**config.mk**
```make
export PLATFORM = sky130hd
export DESIGN_NAME = instr_encoder_loader_flat
export DESIGN_NICKNAME = d
export VERILOG_FILES = /design/src/rtl/arm_isa_pkg.sv /design/src/rtl/instr_encoder_loader_if.sv /design/src/rtl/instr_encoder.sv /design/src/rtl/instr_encoder_loader.sv /design/src/flat_wrapper.sv
export SDC_FILE = /design/constraint.sdc
export NUM_CORES = 1
export LEC_CHECK = 0
export BUFFER_PORTS_ARGS = -buffer_cell sky130_fd_sc_hd__buf_4
export CELL_PAD_IN_SITES_DETAIL_PLACEMENT = 1
export CELL_PAD_IN_SITES_GLOBAL_PLACEMENT = 2
export CORE_UTILIZATION = 29
export DETAILED_ROUTE_END_ITERATION = 8
export PLACE_DENSITY = 0.89
export SLEW_MARGIN = 10
export SYNTH_ARGS = -nofsm -noshare
export SYNTH_HDL_FRONTEND = slang
export SYNTH_HIERARCHICAL = 1
export SYNTH_SLANG_ARGS = --single-unit
```
**constraint.sdc**
```tcl
create_clock -name clk -period 2.74 [get_ports clk]
set_clock_uncertainty 0.1 [all_clocks]
set_input_delay 0.137 -clock clk [delete_from_list [all_inputs] [get_ports clk]]
set_output_delay 0.137 -clock clk [all_outputs]
set_load 0.02 [all_outputs]
```
**src/rtl/arm_isa_pkg.sv**
```systemverilog
// ARM subset constants shared by the instruction encoder/loader and the decoder.
// Latency: n/a (package only).
// Backpressure: n/a.
// Contents: instruction class codes, ALU cmd nibbles, loader FSM state encoding,
//   MUL marker nibble, packed field bundle and the ALU selector -> cmd helper.
package arm_isa_pkg;

   // Instruction classes as carried on in_cls; 6 and 7 are illegal.
   localparam logic [2:0] CLS_DP_REG = 3'd0;
   localparam logic [2:0] CLS_DP_IMM = 3'd1;
   localparam logic [2:0] CLS_MUL    = 3'd2;
   localparam logic [2:0] CLS_LDR    = 3'd3;
   localparam logic [2:0] CLS_STR    = 3'd4;
   localparam logic [2:0] CLS_B      = 3'd5;

   // Data-processing opcode field [24:21].
   localparam logic [3:0] CMD_ADD = 4'b0100;
   localparam logic [3:0] CMD_SUB = 4'b0010;
   localparam logic [3:0] CMD_AND = 4'b0000;
   localparam logic [3:0] CMD_ORR = 4'b1100;

   // Bits [7:4] of a multiply; the decoder keys its IsMul check on this nibble.
   localparam logic [3:0] MUL_MARKER = 4'b1001;

   // Loader FSM state encoding.
   localparam logic [2:0] ST_IDLE  = 3'd0;
   localparam logic [2:0] ST_RECV  = 3'd1;
   localparam logic [2:0] ST_WRITE = 3'd2;
   localparam logic [2:0] ST_DONE  = 3'd3;
   localparam logic [2:0] ST_ERROR = 3'd4;

   typedef struct packed {
      logic [2:0]  cls;
      logic [3:0]  cond;
      logic [1:0]  alu;
      logic        s;
      logic [3:0]  rd;
      logic [3:0]  rn;
      logic [3:0]  rm;
      logic [23:0] imm;
   } fields_t;

   function automatic logic [3:0] alu_cmd(input logic [1:0] alu);
      case (alu)
         2'd0:    alu_cmd = CMD_ADD;
         2'd1:    alu_cmd = CMD_SUB;
         2'd2:    alu_cmd = CMD_AND;
         default: alu_cmd = CMD_ORR;
      endcase
   endfunction

endpackage

```
**src/rtl/instr_encoder_loader_if.sv**
```systemverilog
// Field stream in, memory write port out, for the instruction loader.
// Latency: n/a (signal bundle).
// Backpressure: in_valid/in_ready on the field stream; the write port has none.
// master = program source (drives fields, observes writes); slave = loader.
interface instr_encoder_loader_if;
   logic        in_valid;
   logic        in_ready;
   logic [2:0]  in_cls;
   logic [3:0]  in_cond;
   logic [1:0]  in_alu;
   logic        in_s;
   logic [3:0]  in_rd;
   logic [3:0]  in_rn;
   logic [3:0]  in_rm;
   logic [23:0] in_imm;
   logic        in_last;
   logic        mem_we;
   logic [31:0] mem_adr;
   logic [31:0] mem_wd;

   modport master (
      output in_valid, in_cls, in_cond, in_alu, in_s, in_rd, in_rn, in_rm, in_imm, in_last,
      input  in_ready, mem_we, mem_adr, mem_wd
   );

   modport slave (
      input  in_valid, in_cls, in_cond, in_alu, in_s, in_rd, in_rn, in_rm, in_imm, in_last,
      output in_ready, mem_we, mem_adr, mem_wd
   );
endinterface

```
**src/rtl/instr_encoder.sv**
```systemverilog
// Combinational encoder: decoded fields -> 32-bit ARM word plus an illegal flag.
// Latency: 0 cycles (pure combinational).
// Backpressure: none.
// Ports: f (field bundle) in; word (encoded instruction), illegal (bad class or
//   immediate too wide for the class) out.
module instr_encoder
   import arm_isa_pkg::*;
(
   input  fields_t     f,
   output logic [31:0] word,
   output logic        illegal
);

   always_comb begin
      word    = '0;
      illegal = 1'b0;
      case (f.cls)
         CLS_DP_REG: word = {f.cond, 2'b00, 1'b0, alu_cmd(f.alu), f.s, f.rn, f.rd, 8'h00, f.rm};
         CLS_DP_IMM: begin
            word    = {f.cond, 2'b00, 1'b1, alu_cmd(f.alu), f.s, f.rn, f.rd, 4'h0, f.imm[7:0]};
            illegal = |f.imm[23:8];
         end
         // Note the register swap: Rd sits in [19:16] and Rn in [3:0] for MUL.
         CLS_MUL:    word = {f.cond, 6'b000000, 1'b0, f.s, f.rd, 4'h0, f.rm, MUL_MARKER, f.rn};
         // Single data transfer with I=0, P=1, U=1, B=0, W=0; L selects load.
         CLS_LDR: begin
            word    = {f.cond, 8'b0101_1001, f.rn, f.rd, f.imm[11:0]};
            illegal = |f.imm[23:12];
         end
         CLS_STR: begin
            word    = {f.cond, 8'b0101_1000, f.rn, f.rd, f.imm[11:0]};
            illegal = |f.imm[23:12];
         end
         CLS_B:      word = {f.cond, 4'b1010, f.imm};
         default:    illegal = 1'b1;
      endcase
   end

endmodule

```
**src/rtl/instr_encoder_loader.sv**
```systemverilog
// Loads a program into memory: accepts field beats, encodes, writes words sequentially.
// Latency: beat accepted at edge N -> mem_we high during cycle N+1; 1 word per 2 cycles.
// Backpressure: in_ready high only in RECV, so it drops for the write cycle after each accept.
// Ports: clk, reset (sync, active-high), start pulse; bus (slave: field stream + write port);
//   busy, done (1-cycle pulse), err (held in ERROR until start/reset), word_count.
module instr_encoder_loader
   import arm_isa_pkg::*;
#(
   parameter logic [31:0] BASE_ADDR = 32'h0,
   parameter int          MAX_WORDS = 64
) (
   input  logic                 clk,
   input  logic                 reset,
   input  logic                 start,
   instr_encoder_loader_if.slave bus,
   output logic                 busy,
   output logic                 done,
   output logic                 err,
   output logic [6:0]           word_count
);

   logic [2:0]  state_q, state_d;
   logic [6:0]  count_q, count_d;
   logic [31:0] adr_q, adr_d;
   logic [31:0] wd_q, wd_d;
   logic        last_q, last_d;

   fields_t     fld;
   logic [31:0] enc_word;
   logic        enc_illegal;
   logic        full;

   assign fld = '{cls: bus.in_cls, cond: bus.in_cond, alu: bus.in_alu, s: bus.in_s,
                  rd: bus.in_rd, rn: bus.in_rn, rm: bus.in_rm, imm: bus.in_imm};

   instr_encoder u_enc (
      .f       (fld),
      .word    (enc_word),
      .illegal (enc_illegal)
   );

   // Count only advances in WRITE, so it is stable while RECV evaluates room.
   assign full = (count_q == 7'(MAX_WORDS));

   always_comb begin
      state_d = state_q;
      count_d = count_q;
      adr_d   = adr_q;
      wd_d    = wd_q;
      last_d  = last_q;
      case (state_q)
         ST_IDLE, ST_DONE, ST_ERROR: begin
            if (state_q == ST_DONE) state_d = ST_IDLE;
            if (start) begin
               state_d = ST_RECV;
               count_d = '0;
            end
         end
         ST_RECV: begin
            if (bus.in_valid) begin
               // An erroring beat writes nothing and its in_last is discarded.
               if (enc_illegal || full) begin
                  state_d = ST_ERROR;
               end else begin
                  state_d = ST_WRITE;
                  adr_d   = BASE_ADDR + {23'd0, count_q, 2'b00};
                  wd_d    = enc_word;
                  last_d  = bus.in_last;
               end
            end
         end
         ST_WRITE: begin
            count_d = count_q + 7'd1;
            state_d = last_q ? ST_DONE : ST_RECV;
         end
         default: state_d = ST_IDLE;
      endcase
   end

   always_ff @(posedge clk) begin
      if (reset) begin
         state_q <= ST_IDLE;
         count_q <= '0;
         adr_q   <= '0;
         wd_q    <= '0;
         last_q  <= 1'b0;
      end else begin
         state_q <= state_d;
         count_q <= count_d;
         adr_q   <= adr_d;
         wd_q    <= wd_d;
         last_q  <= last_d;
      end
   end

   assign bus.in_ready = (state_q == ST_RECV);
   assign bus.mem_we   = (state_q == ST_WRITE);
   assign bus.mem_adr  = adr_q;
   assign bus.mem_wd   = wd_q;
   assign busy         = (state_q == ST_RECV) || (state_q == ST_WRITE);
   assign done         = (state_q == ST_DONE);
   assign err          = (state_q == ST_ERROR);
   assign word_count   = count_q;

endmodule
```
**src/flat_wrapper.sv**
```systemverilog
// flat-port wrapper written by rule: the top's interface ports become plain ports
module instr_encoder_loader_flat import arm_isa_pkg::*;
#(
   parameter logic [31:0] BASE_ADDR = 32'h0,
   parameter int          MAX_WORDS = 64
)
  (clk, reset, start, busy, done, err, word_count, bus_in_valid, bus_in_cls, bus_in_cond, bus_in_alu, bus_in_s, bus_in_rd, bus_in_rn, bus_in_rm, bus_in_imm, bus_in_last, bus_in_ready, bus_mem_we, bus_mem_adr, bus_mem_wd);
  instr_encoder_loader_if bus_i ();
  input  logic clk;
  input  logic reset;
  input  logic start;
  output logic busy;
  output logic done;
  output logic err;
  output logic [6:0] word_count;
  input wire logic [$bits(bus_i.in_valid)-1:0] bus_in_valid;
  input wire logic [$bits(bus_i.in_cls)-1:0] bus_in_cls;
  input wire logic [$bits(bus_i.in_cond)-1:0] bus_in_cond;
  input wire logic [$bits(bus_i.in_alu)-1:0] bus_in_alu;
  input wire logic [$bits(bus_i.in_s)-1:0] bus_in_s;
  input wire logic [$bits(bus_i.in_rd)-1:0] bus_in_rd;
  input wire logic [$bits(bus_i.in_rn)-1:0] bus_in_rn;
  input wire logic [$bits(bus_i.in_rm)-1:0] bus_in_rm;
  input wire logic [$bits(bus_i.in_imm)-1:0] bus_in_imm;
  input wire logic [$bits(bus_i.in_last)-1:0] bus_in_last;
  output wire logic [$bits(bus_i.in_ready)-1:0] bus_in_ready;
  output wire logic [$bits(bus_i.mem_we)-1:0] bus_mem_we;
  output wire logic [$bits(bus_i.mem_adr)-1:0] bus_mem_adr;
  output wire logic [$bits(bus_i.mem_wd)-1:0] bus_mem_wd;
  assign bus_i.in_valid = bus_in_valid;
  assign bus_i.in_cls = bus_in_cls;
  assign bus_i.in_cond = bus_in_cond;
  assign bus_i.in_alu = bus_in_alu;
  assign bus_i.in_s = bus_in_s;
  assign bus_i.in_rd = bus_in_rd;
  assign bus_i.in_rn = bus_in_rn;
  assign bus_i.in_rm = bus_in_rm;
  assign bus_i.in_imm = bus_in_imm;
  assign bus_i.in_last = bus_in_last;
  assign bus_in_ready = bus_i.in_ready;
  assign bus_mem_we = bus_i.mem_we;
  assign bus_mem_adr = bus_i.mem_adr;
  assign bus_mem_wd = bus_i.mem_wd;
  instr_encoder_loader #(.BASE_ADDR(BASE_ADDR), .MAX_WORDS(MAX_WORDS)) u_core (.clk(clk), .reset(reset), .start(start), .bus(bus_i), .busy(busy), .done(done), .err(err), .word_count(word_count));
endmodule
```
After elaboration in Yosys (flattened, before gate mapping). Index checks and enable logic that the tools add are counted.

Bits in registers: 50. Output and inout port bits: 76. Word-level logic and storage cells: 47.

Add/subtract/negate cells: 1. Bitwise operators: 1. Eq/ne operators: 15. Reductions and logical operators: 14. Muxes and demuxes: 11.

Operators by type and width (count): $pmux 32 s6 (1); $reduce_or 16->1 (1); $pmux 7 s2 (1); $eq 3x2->1 const B (4); $mux 3 (4); $pmux 4 s3 (1); $reduce_or 12->1 (1); $eq 3x3->1 const B (3); $pmux 3 s3 (1); $add 7x1->7 const B (1); $eq 7x7->1 const B (1); $mux 7 (1); $eq 3x1->1 const B (2); $logic_not 3->1 (2); $reduce_or 3->1 (2); $ne 2x2->1 const B (2); $reduce_and 2->1 (2); $ne 3x3->1 const B (1); $pmux 1 s3 (1); $reduce_and 3->1 (1); $eq 2x1->1 const B (1); $eq 2x2->1 const B (1); $logic_not 2->1 (1); $logic_or 1x1->1 (2); other kinds (4) (4).

Logic depth before layout (Yosys ltp). Gate-level depths: netlist (run 1).

Word-level depth: 7. Gate-level depth with buffers: 9. Gate-level depth less buffers: 7.

Modules after synthesis. Netlist (run 1), hierarchy kept.

By module, submodules not included: instr_encoder_loader (sequential area each 1001.0 µm², area each 2240.9 µm², times used 1, cells each 226); instr_encoder (sequential area each 0.0 µm², area each 733.2 µm², times used 1, cells each 119).

Worst setup path after synthesis (run 1). No wires, ideal clock.

Path type: register -> register. From: register u_core.count_q[0], in the netlist u_core/word_count[0]. To: register u_core.adr_q[2], in the netlist u_core/bus.mem_adr[2]. Clock period less this slack: 1938 ps. Buffers on the path: 1. Slack: 802 ps. Arrival time: 1710 ps. Setup time: 128 ps. Stages on the path, launching flop included: 8. Cell sequence: dfxtp_1 > inv_1 > ha_1 > nor2b_1 > a211oi_4 > buf_6 > mux2i_1 > nor2_1.

Cells in the longest elaborated chain, start to end: 4.

Ends and longest elaborated chain: start: declaration (line instr_encoder_loader.sv:23) `logic [6:0] count_q, count_d;`; start signal: assignment (line instr_encoder_loader.sv:89) `count_q <= count_d;`; $eq 7x7->1 (line instr_encoder_loader.sv:43) `assign full = (count_q == 7'(MAX_WORDS));`; $logic_or 1x1->1 (line instr_encoder_loader.sv:62) `if (enc_illegal || full) begin`; $not 1->1 (no line); $reduce_and 3->1 (no line); end signal: assignment (line instr_encoder_loader.sv:90) `adr_q <= adr_d;`; end: declaration (line instr_encoder_loader.sv:24) `logic [31:0] adr_q, adr_d;`.

Several ways; a longest one is shown, not always the timed one. A chain may end at the register's enable or synchronous reset.

Final worst setup path (run 1).
From: register u_core.count_q[0], in the netlist u_core/word_count[0]. To: register u_core.wd_q[21], in the netlist u_core/bus.mem_wd[21].

Cells in the longest elaborated chain, start to end: 4.

Ends and longest elaborated chain: $eq 7x7->1 (line instr_encoder_loader.sv:43); $logic_or 1x1->1 (line instr_encoder_loader.sv:62); $not 1->1 (no line); $reduce_and 3->1 (no line); end signal: assignment (line instr_encoder_loader.sv:91) `wd_q <= wd_d;`; end: declaration (line instr_encoder_loader.sv:25) `logic [31:0] wd_q, wd_d;`.

Every way passes these cells.

==> results of run 1 <==
[registers in the layout, indices dropped and copies added (netlist names)]
register            flops
u_core/state_q          3
u_core/bus.mem_adr      7
u_core/word_count       7
u_core/last_q           1
u_core/bus.mem_wd      32
[worst max-delay path by stage]
stage / startpoint / endpoint / cells past startpoint
6_report: u_core/word_count[0] / u_core/bus.mem_wd[21] / 7
5_1_grt: u_core/word_count[1] / u_core/bus.mem_wd[16] / 7
4_1_cts: u_core/word_count[0] / u_core/bus.mem_adr[2] / 7
3_5_place_dp: bus_in_imm[9] / u_core/bus.mem_adr[2] / 7
3_3_place_gp: bus_in_imm[9] / u_core/bus.mem_wd[18] / 7
2_1_floorplan: u_core/word_count[0] / u_core/bus.mem_adr[2] / 7
[cell usage after synthesis, types with 2 or more instances]
cell / count
dfxtp_1: 50
and3_1: 2
a22oi_1: 9
nand2_1: 15
nor3b_1: 8
buf_4: 31
nand2b_1: 2
and2_1: 7
ha_1: 4
o21a_1: 3
nand3_1: 3
nor2b_1: 15
o22ai_1: 8
clkbuf_1: 8
buf_2: 5
a21oi_1: 20
nor4_1: 3
o21ai_1: 11
o31ai_1: 4
nand4_1: 4
and2b_1: 2
nor3_1: 5
a311oi_1: 2
mux2i_1: 44
o2bb2ai_1: 2
inv_1: 5
buf_6: 6
nor2_1: 49
[kinds of logic (layout without fill, tap and decap cells)]
| logic type | Yosys count | count (layout) | synth area share |
|---|---|---|---|
| fa+ha+maj | 4 | 4 | 0.0168 |
| simple gates | 123 | 123 | 0.221 |
| mux | 44 | 44 | 0.148 |
| xor+xnor | 1 | 1 | 0.00295 |
| compound gates | 66 | 66 | 0.146 |
| flops | 50 | 50 | 0.337 |
| other cells | 1 | 25 | 0.00126 |
| buf+inv | 56 | 119 | 0.127 |
[area by class of cell]
| class | count | area (um2) |
|---|---|---|
| well taps | 133 | 166 |
| repair buffers | 106 | 798 |
| clock inverters | 3 | 28.8 |
| flip-flops and latches | 50 | 1000 |
| inverters | 5 | 18.8 |
| multi-input cells | 263 | 1680 |
| fillers | 1185 | 6100 |
| clock buffers | 5 | 68.8 |
[layer usage]
| metal | GRT usage | up-vias | wire (um) |
|---|---|---|---|
| li1 | - | 1320 | - |
| met1 | 0.209 | 1285 | 3860 |
| met2 | 0.287 | 87 | 4140 |
| met3 | 0.0370 | 5 | 600 |
| met4 | 0.0390 | 0 | 78 |
| met5 | 0 | - | 0 |
[critical path: cells and delay by family, from the launching register on]
family          cells  cell delay [ps]
simple gates        2              210
fa+ha+maj           1              210
compound gates      1              230
mux                 1              250
flops               1              490
buf+inv             2              500
[power breakdown]
group          switching (mW)  total (mW)  internal, mW
registers             0.00910       0.744         0.735
logic                   0.172       0.297         0.125
clock network           0.281       0.473         0.192
total                   0.462        1.51          1.05
[through the flow]
step | utilization | hold slack (ps) | instances
5_1_grt | 0.382 | 97.4 | 565
4_1_cts | 0.382 | 45.3 | 565
3_3_place_gp | 0.371 | 277 | 556
2_1_floorplan | - | 184 | 369
6_report | 0.382 | 46.0 | 565
3_5_place_dp | 0.371 | 295 | 556
[what timing repair did]
action / in CTS / in global routing
hold buffers: 1 / 0
buffers inserted: 0 / 0
hold endpoints to repair: 1 / 0
==> implementation parameters, run 1 <==
Parameter                              Value

Die
  Row cnt ... 36
  Starting density of the core ... 0.301
  DIE HEIGHT ... 103 um
  Die area ... 0.0107 mm2
  Die W ... 103 um
  Area of the core ... 0.00986 mm2
  I/O Pins ... ~130

Yosys
  Cells after synthesis ... around 350
  Synth top area share ... 0.337
  Post-synthesis sequential area ratio ... 0.337
  Library cells used by synthesis ... 46
  Number of synthesized flops with an enable pin ... 0
  Most used flip-flop cell after synthesis ... dfxtp_1
  Most area-consuming cells after synthesis ... dfxtp_1 34%, mux2i_1 15%, buf_4 7.8%
  Count of yosys warnings during synthesis ... 6
  Cell type with the highest aggregate area in the netlist ... dfxtp_1
  Yosys reg bits ... 50
  Async set-reset flop share out of synthesis ... 0
  Mapped Area ... 0.00297 mm2
  Average cell area after synthesis ... ~8.6 um2

Global route
  Global-route wire length before repair ... 13600 um
  Antenna violations before repair ... 0
  Vias in the first global route ... 2627
  Maximum number of pins on one net before global-route repair ... 53
  GRT overflow ... 0
  Global-route usage over all layers ... 0.166

Cells and area
  Commonest non-fill, non-tap cells in the layout ... 105 x buf_4, 50 x dfxtp_1, 49 x nor2_1
  Non-Filler Cell Area, Final ... 0.00377 mm2
  Most common library cell in the layout ignoring fill and taps ... buf_4
  Fraction of layout instances using a drive strength above 1 ... 0.282
  Antenna cells ... 0
  Final Net Count ... 486
  Area growth from synthesis to final layout ... 26.6%

Clock network
  CTS tree ... built
  Sinks on Clock Net ... 50
  Maximum buffer depth of the clock tree ... 2
  CTS resizes ... 0
  Skew-Pair Late Insertion Delay ... 320 ps
  Root Buffer ... clkbuf_8
  Clock edge transition at the registers on the reported setup and hold paths ... 120 ps
  Number of buffers added by the clock tree synthesis step ... 5
  # H-tree levels ... 2

Critical path
  Largest stage delay, worst path ... 490 ps
  Reg-to-reg startpoint ... u_core/word_count[0]
  Category of the critical setup timing path ... reg2reg
  Worst Setup End Kind ... flop
  Reg-to-reg slack, setup ... 610 ps
  Cell breakdown of the critical path ... inv_1, ha_1, nor2b_1, a211oi_4, buf_4, mux2i_1, nor2_1
  Depth of the worst register-to-register path ... 7
  Req. time, crit path ... around 2800 ps
  Arrival time at the worst endpoint ... 2210 ps
  Maximum fanout encountered on the critical timing path ... 21
  CP max-delay cell ... dfxtp_1
  Kind of launch point of the worst setup path ... flop
  Worst R2R End ... u_core/bus.mem_wd[21]

Timing
  Max-slew violation count ... 0
  Setup repair after global routing missed its margin ... no
  Achievable clock frequency ... 0.470 GHz
  Post-route setup slack ... 611 ps
  Setup Total Neg Slack ... 0 ps
  Post-route clock period utilization ... 0.777
  Final Hold Vio Count ... 0
  Worst Max-Slew Pin Slew ... 542 ps
  Remaining max-slew budget at the tightest pin ... 0.634
  Time the worst path needs with I/O delays and setup ... 2130 ps
  Finish-stage setup viols ... 0

Worst hold path
  Worst Hold Path Cells ... 4
  Hold WC Path Type ... in2reg
  Hold wc startpoint ... bus_in_cond[3]
  Endpoint with the worst hold slack ... u_core/bus.mem_wd[31]

Job
  Number of violations of the max-capacitance limit ... 0

Power and ir drop
  Power Total ... 1.51 mW
  Maximum VDD drop ... 0.251 mV
  Power density cells ... between 400 and 500 mW/mm2
  Leakage power of the design ... 1.55 nW

Outcome
  Run status ... finished clean

Detailed routing
  Drt first pass iters ... 4
  Number of design rule violations left after detail routing ... 0
  DR WL/cell ... 15.4 um
  Via count ... 2697
  Detail Route Antenna Nets ... 0
  Via count normalized by instance count ... 4.77
  Number of DRC markers in iteration 0 ... 44
  Detailed-route wire length ... 8680 um

Placement
  Dpl ws ... 543 ps
  Number of buffers inserted by port buffering ... 101
  Gp weighted congestion ... 0.792
  Cell area after placement ... roughly 0.0037 mm2
  Detailed placer's ending HPWL ... 6430 um
Power figures use the tool's default switching activity.
==> run 2, diff against run 1 <==
- CORE_UTILIZATION: 29 -> 27
- PLACE_DENSITY: 0.89 -> 0.84
- clock period: 2.74 -> 2.1 ns (I/O delays scaled with it)
==> implementation parameters, run 2 (synthesis results as in run 1) <==
Parameter                              Value

Power and ir drop
  Portion of total power attributed to combinational logic ... 0.201 (+0.005)
  Power density cells ... 517 mW/mm2 (+29%)
  Internal power consumption ... 1.39 mW (+33%)
  Maximum VDD drop ... 0.238 mV (-5.4%)
  Reported net switching power ... 0.586 mW (+27%)
  Sequential share of power ... 0.490 (-0.002)
  Clock network fraction of design power ... 0.309 (-0.003)
  Leakage power of the design ... 1.58 nW (+1.9%)
  Power Total ... 1.98 mW (+31%)
  Switching power as a share of total power ... 0.296 (-0.00917)

Critical path
  Worst Setup End Kind ... flop
  Worst path top cell family by delay ... buffers and inverters
  Kind of launch point of the worst setup path ... flop
  Arrival time at the worst endpoint ... 1950 ps (-260 ps)
  Largest stage delay, worst path ... 340 ps (-150 ps)
  Maximum fanout encountered on the critical timing path ... 13 (-38%)
  Cell breakdown of the critical path ... inv_1, ha_1, nor2b_1, a211oi_4, buf_4, mux2i_1, nor2_1
  Req. time, crit path ... 2180 ps (-650 ps)
  Category of the critical setup timing path ... reg2reg
  Number of buffer and inverter stages on the critical path ... 2 (unchanged)
  CP max-delay cell ... dfxtp_1

Timing
  Achievable clock frequency ... 0.536 GHz (+14%)
  Setup Total Neg Slack ... 0 ps (unchanged)
  Post-route clock period utilization ... 0.889 (+0.112)
  Worst Max-Slew Pin Slew ... 589 ps (+46.9 ps)
  Max-slew violation count ... 0 (unchanged)
  Final Hold Vio Count ... 0 (unchanged)
  Remaining max-slew budget at the tightest pin ... 0.602 (-0.0317)
  Setup repair after global routing missed its margin ... no
  Time the worst path needs with I/O delays and setup ... 1870 ps (-262 ps)
  Finish-stage setup viols ... 0 (unchanged)

Cells and area
  Most common library cell in the layout ignoring fill and taps ... buf_4
  Final Net Count ... 492 (+1.2%)
  Post-route core utilization ... 0.364 (-0.0178)
  Commonest non-fill, non-tap cells in the layout ... 110 x buf_4, 50 x dfxtp_1, 49 x nor2_1
  Fraction of layout instances using a drive strength above 1 ... 0.292 (+0.00983)
  Largest register FFs ... 32 (unchanged)
  Filler cells ... 1254 (+5.8%)
  Area growth from synthesis to final layout ... 28.6%
  Antenna cells ... 0 (unchanged)

Global route
  GRT overflow ... 0 (unchanged)
  Maximum number of pins on one net before global-route repair ... 53 (unchanged)
  Global-route wire length before repair ... 14200 um (+4.7%)
  Global-route usage over all layers ... 0.159 (-0.00665)
  Vias in the first global route ... 2737 (+4.2%)
  Antenna violations before repair ... 0 (unchanged)

Die
  Die W ... 107 um (+3.6%)
  Die area ... 0.0114 mm2 (+7.3%)
  I/O Pins ... 127 (unchanged)
  DIE HEIGHT ... 107 um (+3.6%)
  Row cnt ... 37 (+2.8%)
  Area of the core ... 0.0105 mm2 (+6.5%)
  Starting density of the core ... 0.283 (-0.0185)

Detailed routing
  DR WL/cell ... 15.6 um (+1.9%)
  Number of design rule violations left after detail routing ... 0 (unchanged)
  Detailed-route wire length ... 8980 um (+3.5%)
  Via count ... 2739 (+1.6%)
  Detail Route Antenna Nets ... 0 (unchanged)
  Via count normalized by instance count ... 4.77 (about the same)
  Number of DRC markers in iteration 0 ... 70 (+59%)
  Drt first pass iters ... 4 (unchanged)

Clock network
  Skew-Pair Late Insertion Delay ... 310 ps (about the same)
  Number of buffers added by the clock tree synthesis step ... 5 (unchanged)
  # H-tree levels ... 2 (unchanged)
  CTS resizes ... 0 (unchanged)
  Root Buffer ... clkbuf_8
  Maximum buffer depth of the clock tree ... 2 (unchanged)
  CTS tree ... built
  Sinks on Clock Net ... 50 (unchanged)
  Clock edge transition at the registers on the reported setup and hold paths ... 100 ps (-20 ps)

Outcome
  Run status ... finished clean

Placement
  Gp weighted congestion ... 0.791 (-0.18%)
  Number of buffers inserted by port buffering ... 101 (unchanged)
  Detailed placer's ending HPWL ... 6790 um (+5.6%)

Job
  Number of violations of the max-capacitance limit ... 0 (unchanged)

Worst hold path
  Hold WC Path Type ... in2reg
[run 2: area by class of cell]
cell class                      instances  area [um2]  share of cell area
Sequential cell                        50        1000               0.262
Clock inverter                          2        12.5             0.00327
Inverter                                5        18.8             0.00491
Tap cell                              136         170              0.0445
Clock buffer                            6        82.6              0.0216
Multi-Input combinational cell        263        1680               0.440
Timing Repair Buffer                  112         856               0.224
[run 2: power groups by stage]
| stage | clock network (mW) | logic, mW | registers [mW] |
|---|---|---|---|
| after CTS | 0.643 | 0.398 | 0.970 |
| after floorplan | 0 | 0.275 | 0.996 |
| after global routing | 0.677 | 0.433 | 0.972 |
| after global placement | 0 | 0.391 | 0.992 |
| final | 0.612 | 0.397 | 0.970 |
| after detailed placement | 0 | 0.395 | 0.992 |
[run 2: worst paths after layout]
path / slack [ps] / end / cells after the start / from
worst min register to register: 410 / u_core/bus.mem_wd[25] / 2 / u_core/bus.mem_wd[25]
worst min-delay path: 40 / u_core/bus.mem_wd[6] / 4 / bus_in_imm[6]
worst max register to register: 230 / u_core/bus.mem_wd[14] / 7 / u_core/word_count[0]
worst max-delay path: 230 / u_core/bus.mem_wd[14] / 7 / u_core/word_count[0]
[run 2: timing repair]
action	in CTS	in global routing
endpoints found under the hold margin	1	0
hold buffers	1	0
setup buffers	0	0
[run 2: per-stage QoR]
step	instances	setup slack, ps	hold slack (ps)	cell area (um2)
final	574	234	37.9	3820
after global routing	574	101	49.8	3820
after CTS	574	230	33.7	3820
after detailed placement	565	25.9	257	3720
after global placement	565	67.6	238	3720
after floorplan	369	162	152	3060
[run 2: worst reg2reg max path, cell delays in order, from the launching register on]
cell	delay, ps
dfxtp_1	340
inv_1	70
ha_1	190
nor2b_1	170
a211oi_4	280
buf_4	300
mux2i_1	240
nor2_1	60
[run 2: metal layers]
metal / vias to the layer above / GRT usage / share of wire
met3: 6 / 0.0413 / 0.075
li1: 1327 / - / -
met2: 91 / 0.259 / 0.46
met1: 1315 / 0.209 / 0.45
met5: - / 0 / 0
met4: 0 / 0.0391 / 0.0094
